<file path="src/rtl/vram_oam_arbiter_if.sv">
// Bus bundle between the VRAM/OAM arbiter and its neighbours: CPU decoder, PPU
// fetcher/OAM scanner, OAM DMA source port and the two single-port BRAMs.
interface vram_oam_arbiter_if;
  logic [1:0]  ppu_mode_in;
  logic        lcd_en_in;
  logic        cpu_req_in;
  logic        cpu_we_in;
  logic [15:0] cpu_addr_in;
  logic [7:0]  cpu_wdata_in;
  logic [7:0]  cpu_rdata_out;
  logic        cpu_ack_out;
  logic        ppu_vram_req_in;
  logic [12:0] ppu_vram_addr_in;
  logic [7:0]  ppu_vram_data_out;
  logic        ppu_vram_valid_out;
  logic        ppu_oam_req_in;
  logic [7:0]  ppu_oam_addr_in;
  logic [7:0]  ppu_oam_data_out;
  logic        ppu_oam_valid_out;
  logic        dma_start_in;
  logic [7:0]  dma_src_in;
  logic        dma_active_out;
  logic        dma_rd_req_out;
  logic [15:0] dma_rd_addr_out;
  logic [7:0]  dma_rd_data_in;
  logic [12:0] vram_addr_out;
  logic        vram_we_out;
  logic [7:0]  vram_wdata_out;
  logic [7:0]  vram_rdata_in;
  logic [7:0]  oam_addr_out;
  logic        oam_we_out;
  logic [7:0]  oam_wdata_out;
  logic [7:0]  oam_rdata_in;

  modport slave (
    input  ppu_mode_in, lcd_en_in, cpu_req_in, cpu_we_in, cpu_addr_in, cpu_wdata_in,
           ppu_vram_req_in, ppu_vram_addr_in, ppu_oam_req_in, ppu_oam_addr_in,
           dma_start_in, dma_src_in, dma_rd_data_in, vram_rdata_in, oam_rdata_in,
    output cpu_rdata_out, cpu_ack_out, ppu_vram_data_out, ppu_vram_valid_out,
           ppu_oam_data_out, ppu_oam_valid_out, dma_active_out, dma_rd_req_out,
           dma_rd_addr_out, vram_addr_out, vram_we_out, vram_wdata_out,
           oam_addr_out, oam_we_out, oam_wdata_out
  );

  modport master (
    output ppu_mode_in, lcd_en_in, cpu_req_in, cpu_we_in, cpu_addr_in, cpu_wdata_in,
           ppu_vram_req_in, ppu_vram_addr_in, ppu_oam_req_in, ppu_oam_addr_in,
           dma_start_in, dma_src_in, dma_rd_data_in, vram_rdata_in, oam_rdata_in,
    input  cpu_rdata_out, cpu_ack_out, ppu_vram_data_out, ppu_vram_valid_out,
           ppu_oam_data_out, ppu_oam_valid_out, dma_active_out, dma_rd_req_out,
           dma_rd_addr_out, vram_addr_out, vram_we_out, vram_wdata_out,
           oam_addr_out, oam_we_out, oam_wdata_out
  );
endinterface

</file>
<file path="src/rtl/vram_oam_arbiter.sv">
// Mode-driven ownership of VRAM/OAM between CPU, PPU and OAM DMA, plus the OAM
// DMA sequencer. CPU accesses complete with a fixed 2-cycle ack latency.
module vram_oam_arbiter #(
  parameter int DMA_PERIOD = 4,
  parameter int OAM_BYTES  = 160
) (
  input logic               clk_in,
  input logic               rst_in,
  vram_oam_arbiter_if.slave bus
);
  typedef enum logic [1:0] {DMA_IDLE, DMA_READ, DMA_WRITE, DMA_WAIT} dma_state_e;
  typedef enum logic [1:0] {SEL_FF, SEL_VRAM, SEL_OAM} cpu_sel_e;

  dma_state_e  dma_state_q;
  logic        dma_active_q, dma_rd_req_q;
  logic [15:0] dma_rd_addr_q;
  logic [7:0]  dma_src_q, dma_k_q, dma_wait_q;
  logic        vld_p1_q, cpu_ack_q;
  cpu_sel_e    sel_p1_q, cpu_sel_d;
  logic [7:0]  cpu_rdata_q;
  logic        ppu_vram_vld_q, ppu_oam_vld_q;

  logic cpu_accept, cpu_is_vram, cpu_is_oam, vram_lock, oam_lock;
  logic ppu_vram_own, ppu_oam_own, ppu_vram_go, ppu_oam_go;
  logic cpu_vram_go, cpu_oam_go, dma_wr;

  function automatic logic [7:0] echo_map(input logic [7:0] src);
    return (src >= 8'hE0) ? src - 8'h20 : src;
  endfunction

  function automatic logic [7:0] cpu_read_mux(input cpu_sel_e sel, input logic [7:0] v,
                                              input logic [7:0] o);
    case (sel)
      SEL_VRAM: return v;
      SEL_OAM:  return o;
      default:  return 8'hFF;
    endcase
  endfunction

  // PPU ownership is exactly the CPU lock window, so the two never share an array slot.
  assign ppu_vram_own = bus.lcd_en_in && (bus.ppu_mode_in == 2'd3);
  assign ppu_oam_own  = bus.lcd_en_in && bus.ppu_mode_in[1];
  assign vram_lock    = ppu_vram_own;
  assign oam_lock     = ppu_oam_own || dma_active_q;
  assign dma_wr       = (dma_state_q == DMA_WRITE);

  assign cpu_is_vram  = (bus.cpu_addr_in[15:13] == 3'b100);
  assign cpu_is_oam   = (bus.cpu_addr_in[15:8] == 8'hFE) && (bus.cpu_addr_in[7:0] < 8'hA0);
  assign cpu_accept   = bus.cpu_req_in && !vld_p1_q && !cpu_ack_q;
  assign cpu_vram_go  = cpu_accept && cpu_is_vram && !vram_lock;
  assign cpu_oam_go   = cpu_accept && cpu_is_oam && !oam_lock;
  assign ppu_vram_go  = bus.ppu_vram_req_in && ppu_vram_own;
  assign ppu_oam_go   = bus.ppu_oam_req_in && ppu_oam_own && !dma_wr;

  always_comb begin
    cpu_sel_d = SEL_FF;
    if (!bus.cpu_we_in) begin
      if (cpu_is_vram && !vram_lock)     cpu_sel_d = SEL_VRAM;
      else if (cpu_is_oam && !oam_lock)  cpu_sel_d = SEL_OAM;
    end
  end

  always_comb begin
    bus.vram_addr_out  = 13'h0;
    bus.vram_we_out    = 1'b0;
    bus.vram_wdata_out = 8'h00;
    if (ppu_vram_go) begin
      bus.vram_addr_out = bus.ppu_vram_addr_in;
    end else if (cpu_vram_go) begin
      bus.vram_addr_out  = bus.cpu_addr_in[12:0];
      bus.vram_we_out    = bus.cpu_we_in;
      bus.vram_wdata_out = bus.cpu_we_in ? bus.cpu_wdata_in : 8'h00;
    end
  end

  always_comb begin
    bus.oam_addr_out  = 8'h00;
    bus.oam_we_out    = 1'b0;
    bus.oam_wdata_out = 8'h00;
    if (dma_wr) begin
      bus.oam_addr_out  = dma_k_q;
      bus.oam_we_out    = 1'b1;
      bus.oam_wdata_out = bus.dma_rd_data_in;
    end else if (ppu_oam_go) begin
      bus.oam_addr_out = bus.ppu_oam_addr_in;
    end else if (cpu_oam_go) begin
      bus.oam_addr_out  = bus.cpu_addr_in[7:0];
      bus.oam_we_out    = bus.cpu_we_in;
      bus.oam_wdata_out = bus.cpu_we_in ? bus.cpu_wdata_in : 8'h00;
    end
  end

  // p1: array data returns; p2: ack with captured read data
  always_ff @(posedge clk_in) begin
    if (rst_in) begin
      vld_p1_q       <= 1'b0;
      sel_p1_q       <= SEL_FF;
      cpu_ack_q      <= 1'b0;
      cpu_rdata_q    <= 8'h00;
      ppu_vram_vld_q <= 1'b0;
      ppu_oam_vld_q  <= 1'b0;
    end else begin
      vld_p1_q       <= cpu_accept;
      sel_p1_q       <= cpu_sel_d;
      cpu_ack_q      <= vld_p1_q;
      cpu_rdata_q    <= vld_p1_q ? cpu_read_mux(sel_p1_q, bus.vram_rdata_in, bus.oam_rdata_in)
                                 : 8'h00;
      ppu_vram_vld_q <= ppu_vram_go;
      ppu_oam_vld_q  <= ppu_oam_go;
    end
  end

  // Each byte: READ, WRITE, then WAIT pads the slot out to DMA_PERIOD cycles.
  always_ff @(posedge clk_in) begin
    if (rst_in) begin
      dma_state_q   <= DMA_IDLE;
      dma_active_q  <= 1'b0;
      dma_rd_req_q  <= 1'b0;
      dma_rd_addr_q <= 16'h0000;
      dma_k_q       <= 8'h00;
      dma_wait_q    <= 8'h00;
    end else if (bus.dma_start_in) begin
      dma_state_q   <= DMA_READ;
      dma_src_q     <= echo_map(bus.dma_src_in);
      dma_active_q  <= 1'b1;
      dma_rd_req_q  <= 1'b1;
      dma_rd_addr_q <= {echo_map(bus.dma_src_in), 8'h00};
      dma_k_q       <= 8'h00;
    end else begin
      case (dma_state_q)
        DMA_READ: begin
          dma_state_q   <= DMA_WRITE;
          dma_rd_req_q  <= 1'b0;
          dma_rd_addr_q <= 16'h0000;
        end
        DMA_WRITE: begin
          dma_state_q <= DMA_WAIT;
          dma_wait_q  <= 8'h00;
        end
        DMA_WAIT: begin
          if (dma_wait_q == 8'(DMA_PERIOD - 3)) begin
            if (dma_k_q == 8'(OAM_BYTES - 1)) begin
              dma_state_q  <= DMA_IDLE;
              dma_active_q <= 1'b0;
            end else begin
              dma_state_q   <= DMA_READ;
              dma_k_q       <= dma_k_q + 8'd1;
              dma_rd_req_q  <= 1'b1;
              dma_rd_addr_q <= {dma_src_q, dma_k_q + 8'd1};
            end
          end else begin
            dma_wait_q <= dma_wait_q + 8'd1;
          end
        end
        default: dma_state_q <= DMA_IDLE;
      endcase
    end
  end

  assign bus.cpu_rdata_out      = cpu_rdata_q;
  assign bus.cpu_ack_out        = cpu_ack_q;
  assign bus.ppu_vram_valid_out = ppu_vram_vld_q;
  assign bus.ppu_vram_data_out  = ppu_vram_vld_q ? bus.vram_rdata_in : 8'h00;
  assign bus.ppu_oam_valid_out  = ppu_oam_vld_q;
  assign bus.ppu_oam_data_out   = ppu_oam_vld_q ? bus.oam_rdata_in : 8'h00;
  assign bus.dma_active_out     = dma_active_q;
  assign bus.dma_rd_req_out     = dma_rd_req_q;
  assign bus.dma_rd_addr_out    = dma_rd_addr_q;
endmodule

</file>
<file path="src/flat_wrapper.sv">
// flat-port wrapper written by rule: the top's interface ports become plain ports
module vram_oam_arbiter_flat 
#(
  parameter int DMA_PERIOD = 4,
  parameter int OAM_BYTES  = 160
)
  (clk_in, rst_in, bus_ppu_mode_in, bus_lcd_en_in, bus_cpu_req_in, bus_cpu_we_in, bus_cpu_addr_in, bus_cpu_wdata_in, bus_ppu_vram_req_in, bus_ppu_vram_addr_in, bus_ppu_oam_req_in, bus_ppu_oam_addr_in, bus_dma_start_in, bus_dma_src_in, bus_dma_rd_data_in, bus_vram_rdata_in, bus_oam_rdata_in, bus_cpu_rdata_out, bus_cpu_ack_out, bus_ppu_vram_data_out, bus_ppu_vram_valid_out, bus_ppu_oam_data_out, bus_ppu_oam_valid_out, bus_dma_active_out, bus_dma_rd_req_out, bus_dma_rd_addr_out, bus_vram_addr_out, bus_vram_we_out, bus_vram_wdata_out, bus_oam_addr_out, bus_oam_we_out, bus_oam_wdata_out);
  vram_oam_arbiter_if bus_i ();
  input logic clk_in;
  input logic rst_in;
  input wire logic [$bits(bus_i.ppu_mode_in)-1:0] bus_ppu_mode_in;
  input wire logic [$bits(bus_i.lcd_en_in)-1:0] bus_lcd_en_in;
  input wire logic [$bits(bus_i.cpu_req_in)-1:0] bus_cpu_req_in;
  input wire logic [$bits(bus_i.cpu_we_in)-1:0] bus_cpu_we_in;
  input wire logic [$bits(bus_i.cpu_addr_in)-1:0] bus_cpu_addr_in;
  input wire logic [$bits(bus_i.cpu_wdata_in)-1:0] bus_cpu_wdata_in;
  input wire logic [$bits(bus_i.ppu_vram_req_in)-1:0] bus_ppu_vram_req_in;
  input wire logic [$bits(bus_i.ppu_vram_addr_in)-1:0] bus_ppu_vram_addr_in;
  input wire logic [$bits(bus_i.ppu_oam_req_in)-1:0] bus_ppu_oam_req_in;
  input wire logic [$bits(bus_i.ppu_oam_addr_in)-1:0] bus_ppu_oam_addr_in;
  input wire logic [$bits(bus_i.dma_start_in)-1:0] bus_dma_start_in;
  input wire logic [$bits(bus_i.dma_src_in)-1:0] bus_dma_src_in;
  input wire logic [$bits(bus_i.dma_rd_data_in)-1:0] bus_dma_rd_data_in;
  input wire logic [$bits(bus_i.vram_rdata_in)-1:0] bus_vram_rdata_in;
  input wire logic [$bits(bus_i.oam_rdata_in)-1:0] bus_oam_rdata_in;
  output wire logic [$bits(bus_i.cpu_rdata_out)-1:0] bus_cpu_rdata_out;
  output wire logic [$bits(bus_i.cpu_ack_out)-1:0] bus_cpu_ack_out;
  output wire logic [$bits(bus_i.ppu_vram_data_out)-1:0] bus_ppu_vram_data_out;
  output wire logic [$bits(bus_i.ppu_vram_valid_out)-1:0] bus_ppu_vram_valid_out;
  output wire logic [$bits(bus_i.ppu_oam_data_out)-1:0] bus_ppu_oam_data_out;
  output wire logic [$bits(bus_i.ppu_oam_valid_out)-1:0] bus_ppu_oam_valid_out;
  output wire logic [$bits(bus_i.dma_active_out)-1:0] bus_dma_active_out;
  output wire logic [$bits(bus_i.dma_rd_req_out)-1:0] bus_dma_rd_req_out;
  output wire logic [$bits(bus_i.dma_rd_addr_out)-1:0] bus_dma_rd_addr_out;
  output wire logic [$bits(bus_i.vram_addr_out)-1:0] bus_vram_addr_out;
  output wire logic [$bits(bus_i.vram_we_out)-1:0] bus_vram_we_out;
  output wire logic [$bits(bus_i.vram_wdata_out)-1:0] bus_vram_wdata_out;
  output wire logic [$bits(bus_i.oam_addr_out)-1:0] bus_oam_addr_out;
  output wire logic [$bits(bus_i.oam_we_out)-1:0] bus_oam_we_out;
  output wire logic [$bits(bus_i.oam_wdata_out)-1:0] bus_oam_wdata_out;
  assign bus_i.ppu_mode_in = bus_ppu_mode_in;
  assign bus_i.lcd_en_in = bus_lcd_en_in;
  assign bus_i.cpu_req_in = bus_cpu_req_in;
  assign bus_i.cpu_we_in = bus_cpu_we_in;
  assign bus_i.cpu_addr_in = bus_cpu_addr_in;
  assign bus_i.cpu_wdata_in = bus_cpu_wdata_in;
  assign bus_i.ppu_vram_req_in = bus_ppu_vram_req_in;
  assign bus_i.ppu_vram_addr_in = bus_ppu_vram_addr_in;
  assign bus_i.ppu_oam_req_in = bus_ppu_oam_req_in;
  assign bus_i.ppu_oam_addr_in = bus_ppu_oam_addr_in;
  assign bus_i.dma_start_in = bus_dma_start_in;
  assign bus_i.dma_src_in = bus_dma_src_in;
  assign bus_i.dma_rd_data_in = bus_dma_rd_data_in;
  assign bus_i.vram_rdata_in = bus_vram_rdata_in;
  assign bus_i.oam_rdata_in = bus_oam_rdata_in;
  assign bus_cpu_rdata_out = bus_i.cpu_rdata_out;
  assign bus_cpu_ack_out = bus_i.cpu_ack_out;
  assign bus_ppu_vram_data_out = bus_i.ppu_vram_data_out;
  assign bus_ppu_vram_valid_out = bus_i.ppu_vram_valid_out;
  assign bus_ppu_oam_data_out = bus_i.ppu_oam_data_out;
  assign bus_ppu_oam_valid_out = bus_i.ppu_oam_valid_out;
  assign bus_dma_active_out = bus_i.dma_active_out;
  assign bus_dma_rd_req_out = bus_i.dma_rd_req_out;
  assign bus_dma_rd_addr_out = bus_i.dma_rd_addr_out;
  assign bus_vram_addr_out = bus_i.vram_addr_out;
  assign bus_vram_we_out = bus_i.vram_we_out;
  assign bus_vram_wdata_out = bus_i.vram_wdata_out;
  assign bus_oam_addr_out = bus_i.oam_addr_out;
  assign bus_oam_we_out = bus_i.oam_we_out;
  assign bus_oam_wdata_out = bus_i.oam_wdata_out;
  vram_oam_arbiter #(.DMA_PERIOD(DMA_PERIOD), .OAM_BYTES(OAM_BYTES)) u_core (.clk_in(clk_in), .rst_in(rst_in), .bus(bus_i));
endmodule
</file>
<file path="config.mk">
export PLATFORM = sky130hd
export DESIGN_NAME = vram_oam_arbiter_flat
export DESIGN_NICKNAME = d
export VERILOG_FILES = /design/src/rtl/vram_oam_arbiter_if.sv /design/src/rtl/vram_oam_arbiter.sv /design/src/flat_wrapper.sv
export SDC_FILE = /design/constraint.sdc
export NUM_CORES = 1
export LEC_CHECK = 0
export ABC_CLOCK_PERIOD_IN_PS = 2100
export BUFFER_PORTS_ARGS = -buffer_cell sky130_fd_sc_hd__buf_2
export CORE_ASPECT_RATIO = 0.7
export CORE_MARGIN = 10
export CORE_UTILIZATION = 42
export DETAILED_ROUTE_END_ITERATION = 16
export PLACE_DENSITY = 0.85
export SYNTH_ARGS = -nofsm -noshare
export SYNTH_HDL_FRONTEND = slang
export SYNTH_SLANG_ARGS = --single-unit
</file>
<file path="constraint.sdc">
create_clock -name clk_in -period 2.1 [get_ports clk_in]
set_clock_uncertainty 0.05 [all_clocks]
set_input_delay 0.21 -clock clk_in [delete_from_list [all_inputs] [get_ports clk_in]]
set_output_delay 0.21 -clock clk_in [all_outputs]
set_load 0.02 [all_outputs]
</file>
==> flow_summary.json <==
{
  "finalSetupViolations": 0,
  "nFillCells": 639,
  "cts.sinks": 58,
  "nets": 654,
  "synth_area_leader_cell": "dfxtp_1",
  "drt_iter0_drc": 203,
  "fin_crit_ns": 2.097,
  "highest_layer": "met4",
  "endpoint_kind": "output port",
  "max_slew.worst_pin.slew_ns": 0.5468,
  "avgSynthCellArea_sq_um": 8.458,
  "grt_overflow_total": 0,
  "fp.dieH_um": 93.10,
  "place_area_sq_mm": 0.004202,
  "tritoncts": "yes",
  "antenna_found_initial": 0,
  "path_clk_slew_ns": 0.08,
  "htreeDepth": 3,
  "final_util": 0.6283,
  "wl_met3_um": 742,
  "synth-seq-area-share": 0.3872,
  "synth_top_area_share": 0.3123,
  "synth_commonest_cells": "50 x dfxtp_1, 44 x nor2_1, 36 x nand2_1",
  "remaining_drc_errors": 0,
  "ys.flop_type": "dfxtp_1",
  "synth_area_leaders": "dfxtp_1 31%, edfxtp_1 7.5%, a22o_1 5.7%, nor2_1 5.2%, and2_1 5.1%",
  "rsz0062_at_grt": "true",
  "worstSetupPathType": "reg2out",
  "die_x_um": 124.4,
  "hold_depth": 1,
  "place_ws_ns": -0.07461,
  "grt_pass1_wl_um": 17680,
  "hold_path.class": "in2reg",
  "status": "finished, final reports clean",
  "finish.instance_area_sq_mm": 0.004619,
  "setup_slack_ns": 0.003053,
  "worstPathArrival_ns": 1.84,
  "layout-drive-gt1-share": 0.4103,
  "netlist_area_sq_mm": 0.003206,
  "syn-instance-count": 379,
  "place_congestion": 0.8573,
  "finalMaxSlewViolations": 0,
  "ys_types": 48,
  "synth_edf_count": 8,
  "viasPerCell": 5.290,
  "synth_warnings": 0,
  "required_ns": 1.84,
  "placementRows": 26,
  "diodes": 0,
  "wl_met1_um": 5135,
  "met2_length_um": 5378,
  "critPathLaunchType": "flop",
  "ioPinCount": 171,
  "numCtsBuffers": 9,
  "start_util": 0.4360,
  "relSlewSlack": 0.6355,
  "syn_nets": 475,
  "core_sq_mm": 0.007352,
  "finalWirelength_um": 11340,
  "wl_per_cell_um": 17.15,
  "grtUsageTotal": 0.1815,
  "period_share": 0.9985,
  "routed-via-count": 3497,
  "ys_ff_latch": 58,
  "first_pass_iters": 4,
  "cap_violations": 0,
  "cts_buffer_depth": 2,
  "dieArea_sq_mm": 0.01158,
  "grt_pass1_vias": 3493,
  "syn_to_final_growth_pct": 44.11,
  "hold_violations": 0,
  "yosysMostFrequentCell": "dfxtp_1",
  "crit_fanout": 8,
  "power.leakage_nw": 2.230,
  "async_reset_ff_frac": 0,
  "final_antenna_net_count": 0,
  "io_buffers": 170,
  "grt_max_degree": 25,
  "dpl.hpwl_um": 8944,
  "power_density_mw_per_mm2": 595.8,
  "reg2reg_depth": 6,
  "fmax_mhz": 476.9,
  "clk_latency_ns": 0.34,
  "peakVddDrop_uv": 370.9,
  "root_buffer": "clkbuf_8"
}
-- kinds of logic (layout without fill, tap and decap cells) --
group | count (synthesis) | after routing | synth area share
simple gates | 150 | 150 | 0.2432
compound gates | 104 | 104 | 0.2373
flops | 58 | 58 | 0.3872
buf+inv | 43 | 227 | 0.05504
xor+xnor | 13 | 13 | 0.03552
fa+ha+maj | 9 | 9 | 0.03513
mux | 2 | 2 | 0.006635
-- placed cells by master (no fill, tap or decap), drive strengths merged, types with 2 or more instances in the layout --
master / netlist / routed
nor3: 6 / 6
a31oi: 3 / 3
or2: 2 / 2
nand4: 3 / 3
nor2: 44 / 44
nand2b: 2 / 2
dfxtp: 50 / 50
a21o: 8 / 8
xor2: 6 / 6
a22o: 21 / 21
nor4: 2 / 2
nand2: 37 / 37
bufinv: 0 / 2
xnor2: 7 / 7
o211a: 2 / 2
clkbuf: 12 / 10
o21ai: 18 / 18
nand3: 16 / 16
a311oi: 2 / 2
a21oi: 24 / 24
o31ai: 2 / 2
edfxtp: 8 / 8
inv: 21 / 23
and3: 5 / 5
ha: 9 / 9
and2: 26 / 26
buf: 10 / 190
nor4b: 3 / 3
o21bai: 2 / 2
a221oi: 17 / 17
-- per-stage QoR --
step	setup TNS (ns)	power (W)	hold WS, ns	std cells
3_5_place_dp	-0.8073	0.001583	0.3649	641
6_report	0	0.002752	0.02083	661
3_3_place_gp	0	0.001571	0.3637	641
2_1_floorplan	0	0.001395	0.2367	379
4_1_cts	-0.2129	0.002747	0.01089	660
5_1_grt	-0.8031	0.002864	0.01098	661
-- layout make-up --
type	count	area, sq um	share of cell area
multi-input combinational	278	1847	0.3998
sequential	58	1244	0.2692
timing repair buffer	190	1102	0.2386
clock buffer	10	137.6	0.02979
tap	98	122.6	0.02654
clock inverter	6	87.58	0.01896
inverter	21	78.83	0.01706
-- critical path: stages (launching register included) --
cell	delay [ns]
dfxtp_2	0.35
a2111oi_4	0.20
nand3_2	0.19
nor4_4	0.28
buf_4	0.19
a22o_1	0.17
buf_6	0.13
-- timing repair --
action / in CTS / in global routing
hold buffers: 0 / 0
endpoints found under the setup margin: 26 / 40
endpoints found under the hold margin: 0 / 0
cloned: 0 / 1
gates resized for setup: 32 / 20
pin swaps: 10 / 5
setup buffers: 3 / 0
-- where the power goes --
group | internal (W) | switching, W
Clock | 0.000703 | 0.000466
Combinational | 0.000169 | 0.000233
Sequential | 0.00116 | 0.0000184
Total | 0.00204 | 0.000717
-- path summary, 6_finish.rpt --
kind	start	end	slack [ns]
setup reg to reg	u_core.dma_k_q[0]$_SDFFE_PP0P_	u_core.bus.dma_rd_addr_out[13]$_SDFFE_PP0P_	0.17
hold / removal	bus_dma_src_in[3]	u_core.dma_src_q[3]$_DFFE_PP_	0.02
hold reg to reg	u_core.bus.dma_rd_addr_out[15]$_SDFFE_PP0P_	u_core.bus.dma_rd_addr_out[15]$_SDFFE_PP0P_	0.41
setup / recovery	u_core.bus.dma_active_out$_SDFFE_PP0P_	bus_oam_wdata_out[2]	0.003
-- state kept, by name, indices dropped and copies added (netlist names), 2 cells and up --
signal,count
u_core.bus.cpu_rdata_out,8
u_core.bus.dma_rd_addr_out,16
u_core.dma_wait_q,8
u_core.dma_k_q,8
u_core.dma_state_q,2
u_core.dma_src_q,8
u_core.sel_p1_q,2
-- routing by layer --
metal,up-vias,global-route usage
met5,-,0
met4,0,0.04352
met3,8,0.05527
met2,142,0.3034
met1,1640,0.2251
li1,1707,-
No activity file was read; power rests on OpenSTA's default activity.
